`src/rtl/sram_pkg.sv`:
```
// Shared encodings for the SRAM-like bus: transfer sizes, arbiter FSM states
// and the owner encoding used by the 2:1 arbiter.
package sram_pkg;

    localparam logic [1:0] SZ_BYTE = 2'd0;
    localparam logic [1:0] SZ_HALF = 2'd1;
    localparam logic [1:0] SZ_WORD = 2'd2;

    typedef enum logic [1:0] {
        ST_IDLE = 2'd0,
        ST_ADDR = 2'd1,
        ST_DATA = 2'd2
    } arb_state_t;

    localparam logic OWN_INST = 1'b0;
    localparam logic OWN_DATA = 1'b1;

endpackage

```
`src/rtl/rr_pick2.sv`:
```
// Two-way round-robin picker: a lone requester wins; on contention the master
// that was not granted last wins. Grant is one-hot {data, inst}.
module rr_pick2
    import sram_pkg::*;
(
    input  logic       req_inst,
    input  logic       req_data,
    input  logic       last,
    output logic [1:0] gnt
);

    always_comb begin
        gnt = 2'b00;
        if (req_inst && req_data) begin
            if (last == OWN_DATA) gnt = 2'b01;
            else                  gnt = 2'b10;
        end else if (req_inst) begin
            gnt = 2'b01;
        end else if (req_data) begin
            gnt = 2'b10;
        end
    end

endmodule

```
`src/rtl/sram_arbiter_2_1.sv`:
```
// Two-master, one-slave SRAM-like bus arbiter with one outstanding transaction,
// round-robin tie-break and a grant lock held from request until addr_ok.
module sram_arbiter_2_1
    import sram_pkg::*;
#(
    parameter bit DATA_FIRST = 1'b1
) (
    input  logic        clk,
    input  logic        resetn,

    input  logic        inst_req,
    input  logic        inst_wr,
    input  logic [1:0]  inst_size,
    input  logic [31:0] inst_addr,
    input  logic [31:0] inst_wdata,
    output logic [31:0] inst_rdata,
    output logic        inst_addr_ok,
    output logic        inst_data_ok,

    input  logic        data_req,
    input  logic        data_wr,
    input  logic [1:0]  data_size,
    input  logic [31:0] data_addr,
    input  logic [31:0] data_wdata,
    output logic [31:0] data_rdata,
    output logic        data_addr_ok,
    output logic        data_data_ok,

    output logic        slv_req,
    output logic        slv_wr,
    output logic [1:0]  slv_size,
    output logic [31:0] slv_addr,
    output logic [31:0] slv_wdata,
    input  logic [31:0] slv_rdata,
    input  logic        slv_addr_ok,
    input  logic        slv_data_ok
);

    arb_state_t state;
    logic       owner;
    logic       last;
    logic [1:0] gnt;
    logic       win_vld;
    logic       winner;
    logic       sel;
    logic       active;
    logic       resp_ok;

    rr_pick2 u_pick (
        .req_inst (inst_req),
        .req_data (data_req),
        .last     (last),
        .gnt      (gnt)
    );

    assign win_vld = |gnt;
    assign winner  = gnt[1];

    // In IDLE the fresh winner is forwarded; in ADDR the locked owner is held.
    always_comb begin
        sel    = (state == ST_IDLE) ? winner : owner;
        active = resetn && (((state == ST_IDLE) && win_vld) || (state == ST_ADDR));
    end

    always_comb begin
        slv_req   = active;
        slv_wr    = 1'b0;
        slv_size  = '0;
        slv_addr  = '0;
        slv_wdata = '0;
        if (active) begin
            slv_wr    = (sel == OWN_DATA) ? data_wr    : inst_wr;
            slv_size  = (sel == OWN_DATA) ? data_size  : inst_size;
            slv_addr  = (sel == OWN_DATA) ? data_addr  : inst_addr;
            slv_wdata = (sel == OWN_DATA) ? data_wdata : inst_wdata;
        end
    end

    assign resp_ok      = resetn && (state == ST_DATA) && slv_data_ok;
    assign inst_addr_ok = active && (sel == OWN_INST) && slv_addr_ok;
    assign data_addr_ok = active && (sel == OWN_DATA) && slv_addr_ok;
    assign inst_data_ok = resp_ok && (owner == OWN_INST);
    assign data_data_ok = resp_ok && (owner == OWN_DATA);
    assign inst_rdata   = slv_rdata;
    assign data_rdata   = slv_rdata;

    always_ff @(posedge clk or negedge resetn) begin
        if (!resetn) begin
            state <= ST_IDLE;
            owner <= OWN_INST;
            last  <= !DATA_FIRST;
        end else begin
            case (state)
                ST_IDLE: begin
                    if (win_vld) begin
                        owner <= winner;
                        if (slv_addr_ok) begin
                            last  <= winner;
                            state <= ST_DATA;
                        end else begin
                            state <= ST_ADDR;
                        end
                    end
                end
                ST_ADDR: begin
                    if (slv_addr_ok) begin
                        last  <= owner;
                        state <= ST_DATA;
                    end
                end
                ST_DATA: begin
                    if (slv_data_ok) state <= ST_IDLE;
                end
                default: state <= ST_IDLE;
            endcase
        end
    end

endmodule

```
`config.mk`:
```
export PLATFORM = sky130hd
export DESIGN_NAME = sram_arbiter_2_1
export DESIGN_NICKNAME = d
export VERILOG_FILES = /design/src/rtl/sram_pkg.sv /design/src/rtl/rr_pick2.sv /design/src/rtl/sram_arbiter_2_1.sv
export SDC_FILE = /design/constraint.sdc
export NUM_CORES = 1
export LEC_CHECK = 0
export CORE_AREA = 2 2 118 120
export DETAILED_ROUTE_END_ITERATION = 12
export DIE_AREA = 0 0 120 122
export PLACE_DENSITY = 0.65
export SLEW_MARGIN = 10
export SYNTH_ARGS = -nofsm -noshare
export SYNTH_HDL_FRONTEND = slang
export SYNTH_SLANG_ARGS = --single-unit
```
`constraint.sdc`:
```
create_clock -name clk -period 1.4 [get_ports clk]
set_clock_uncertainty 0.05 [all_clocks]
set_input_delay 0.21 -clock clk [delete_from_list [all_inputs] [get_ports clk]]
set_output_delay 0.21 -clock clk [all_outputs]
set_load 0.01 [all_outputs]
```
==> results.json <==
{
  "whs_ns": 0.0647,
  "synth_cells": 423,
  "critPathCapture": "slv_wdata[12]",
  "power.internal_w": 0.00275,
  "worstReg2RegStart": "state[1]",
  "gr-total-overflow": 0,
  "drtIter0Drc": 250,
  "critPathKind": "reg -> out",
  "start_util_pct": 20.0,
  "finalWeightedCongestion": 0.750,
  "synthesis.nets": 595,
  "finalHoldViolCount": 0,
  "swShare_pct": 46.6,
  "path_delay_family": "buffers and inverters",
  "cts.path.max_buffers": 2,
  "peakVddDrop_uv": 643,
  "worstPathRequired_ns": 1.14,
  "die-area_um2": 14600,
  "yosys.cell_types.count": 27,
  "synth.most_common_cell": "nand3_1",
  "avgRoutedWirePerCell_um": 19.2,
  "crit_path_top_delay_cell": "dfrtp_2",
  "min_period_over_period_pct": 144,
  "drive_gt1_share_pct": 33.3,
  "synth_top_area_share_pct": 25.1,
  "hpwl_um": 8870,
  "cts_hold_buf": 0,
  "tns_ns": -38.75,
  "p_comb_share_pct": 86.7,
  "chipWidth_um": 120,
  "synth-edff-count": 0,
  "grtUsageTotal_pct": 17.6,
  "row_count": 43,
  "crit_path_max_fanout": 16,
  "cts_root_buffer": "clkbuf_16",
  "clkSlewWorstSetupHoldPaths_ns": 0.03,
  "synthTopCellsByCount": "nand3_1, buf_4, a31oi_1, o211ai_1, clkbuf_1",
  "ys_seq_elements": 4,
  "cts.sinks": 4,
  "cts_buffers": 3,
  "crit_chain": "or2_4 > buf_4 > clkbuf_16 > o211ai_1 > a31oi_1 > buf_2",
  "crit_path_end_kind": "output pin",
  "p_seq_share_pct": 4.1,
  "arrival_ns": 1.76,
  "ant_nets": 0,
  "num_vias": 4116,
  "grt_pass1_vias": 3935,
  "setup_viol": 74,
  "synth-seq-area-share_pct": 3.71,
  "power_density_nw_per_um2": 980,
  "antenna_found_initial": 1,
  "setup_ws_ns": -0.618,
  "max_freq_mhz": 496,
  "p_leak_nw": 1.96,
  "cp-start-kind": "flop",
  "async_flop_share_pct": 100,
  "clk_latency_ns": 0.23,
  "slew_viol_final": 0,
  "coreArea_um2": 13500,
  "timing.rr.end": "owner",
  "area_growth_pct": 94.9,
  "grt_pass1_wl_um": 20700,
  "worstMarginPinSlew_ns": 0.244,
  "drt_wl_total_um": 14700,
  "critical_path_depth": 6,
  "grt_max_degree": 65,
  "synth.avg_cell_area_um2": 6.37,
  "violations": "setup timing",
  "syn_area_um2": 2700,
  "die_h_um": 122,
  "port_buffers": 211,
  "status": "complete, but fails checks",
  "r2r_setup_slack_ns": -0.10,
  "htreeDepth": 1,
  "io_pins": 308,
  "ys_top_cells_by_area": "nand3_1, buf_4, o211ai_1, a31oi_1, buf_2",
  "antennaDiodeCount": 0,
  "nets": 755,
  "drv_cap": 0,
  "startpoint": "state[0]",
  "critPathBufInv": 3,
  "rsz0062_at_grt": "yes",
  "max_stage_delay_ns": 0.44,
  "synth_area_leader_cell": "nand3_1",
  "avgViaCountPerCell": 5.40,
  "yosys_warnings": 0,
  "dr.pass1.iters": 4,
  "reg2reg_depth": 7,
  "drc": 0,
  "clockPowerShare_pct": 9.2,
  "power_switching_w": 0.00240,
  "slew_headroom_pct": 83.6,
  "ys.flop_type": "dfrtp_1",
  "min_period_ns": 2.02,
  "cts_tree": "yes",
  "final_core_util_pct": 38.9,
  "hp-class": "in -> async"
}
[cells in the final DEF, fill, tap and decap left out, types with 2 or more instances in the layout]
cell,count
nand3_2,18
clkdlybuf4s50_1,136
o211ai_1,67
clkbuf_16,6
nand3_4,2
dlygate4sd2_1,3
nor3_1,2
buf_8,2
buf_16,10
buf_4,18
inv_4,2
nand3_1,116
dfrtp_2,4
a31oi_1,54
buf_6,21
buf_12,16
a31oi_2,13
buf_2,69
nor2_1,2
[cell families after synthesis]
| kind of cell | synth area share, % |
|---|---|
| compound gates | 36.2 |
| buf+inv | 31.0 |
| flops | 3.71 |
| simple gates | 28.3 |
| mux | 0.789 |
[what timing repair did]
item | in CTS | in global routing
cloned | 10 | 4
endpoints found under the setup margin | 74 | 74
resized for setup | 321 | 36
pin swaps | 16 | 39
buffers inserted | 16 | 5
[how the worst min path moves through the flow]
stage,from,endpoint,slack [ns],cells after the start
floorplan,resetn,last,-0.14,0
global placement,slv_rdata[3],data_rdata[3],0.37,0
detailed placement,slv_rdata[3],data_rdata[3],0.37,0
CTS,resetn,last,0.07,2
global route,resetn,last,0.08,2
finish,resetn,owner,0.06,2
[area by class of cell]
cell class,count,area [um^2]
clock buffer,4,78.8
fill,1421,8250
inverter,4,20.0
multi-input combinational,290,1980
sequential,4,105
tap,180,225
timing repair buffer,280,2840
[sequential cells by signal, summed over array words and instances (netlist names)]
name,count
state,2
last,1
owner,1
[metal layers]
layer / vias to the layer above / part of all wire, % / track usage (%) / wire (um)
li1: 1899 / - / - / -
met1: 1918 / 38 / 20.5 / 5580
met2: 244 / 50 / 31.9 / 7320
met3: 53 / 8.7 / 3.51 / 1270
met4: 2 / 3.2 / 6.69 / 468
met5: - / 0.11 / 0 / 16
[worst reg2reg max path: cells and delay by family, from the launching register on]
kind / cells / cell delay (ns)
buffers and inverters: 4 / 0.51
and+or+nand+nor: 2 / 0.21
DFF: 1 / 0.43
AOI/OAI and AO/OA: 1 / 0.17
[power groups by stage]
stage	logic (W)	registers (W)	clock network (W)
floorplan	0.00232	0.000164	0
global placement	0.00369	0.000202	0
detailed placement	0.00378	0.000204	0
CTS	0.00421	0.000209	0.000474
global route	0.00477	0.000220	0.000485
finish	0.00447	0.000212	0.000472
[metrics by stage]
| step | total power [W] | cell area, um^2 | setup WS, ns | cells |
|---|---|---|---|---|
| after floorplan | 0.00248 | 2850 | -0.170 | 423 |
| after global placement | 0.00389 | 4770 | -1.06 | 724 |
| after detailed placement | 0.00398 | 4770 | -1.09 | 724 |
| after CTS | 0.00490 | 5040 | -0.664 | 754 |
| after global routing | 0.00547 | 5260 | -0.688 | 762 |
| final | 0.00515 | 5260 | -0.618 | 762 |
(Power assumes the default switching activity.)
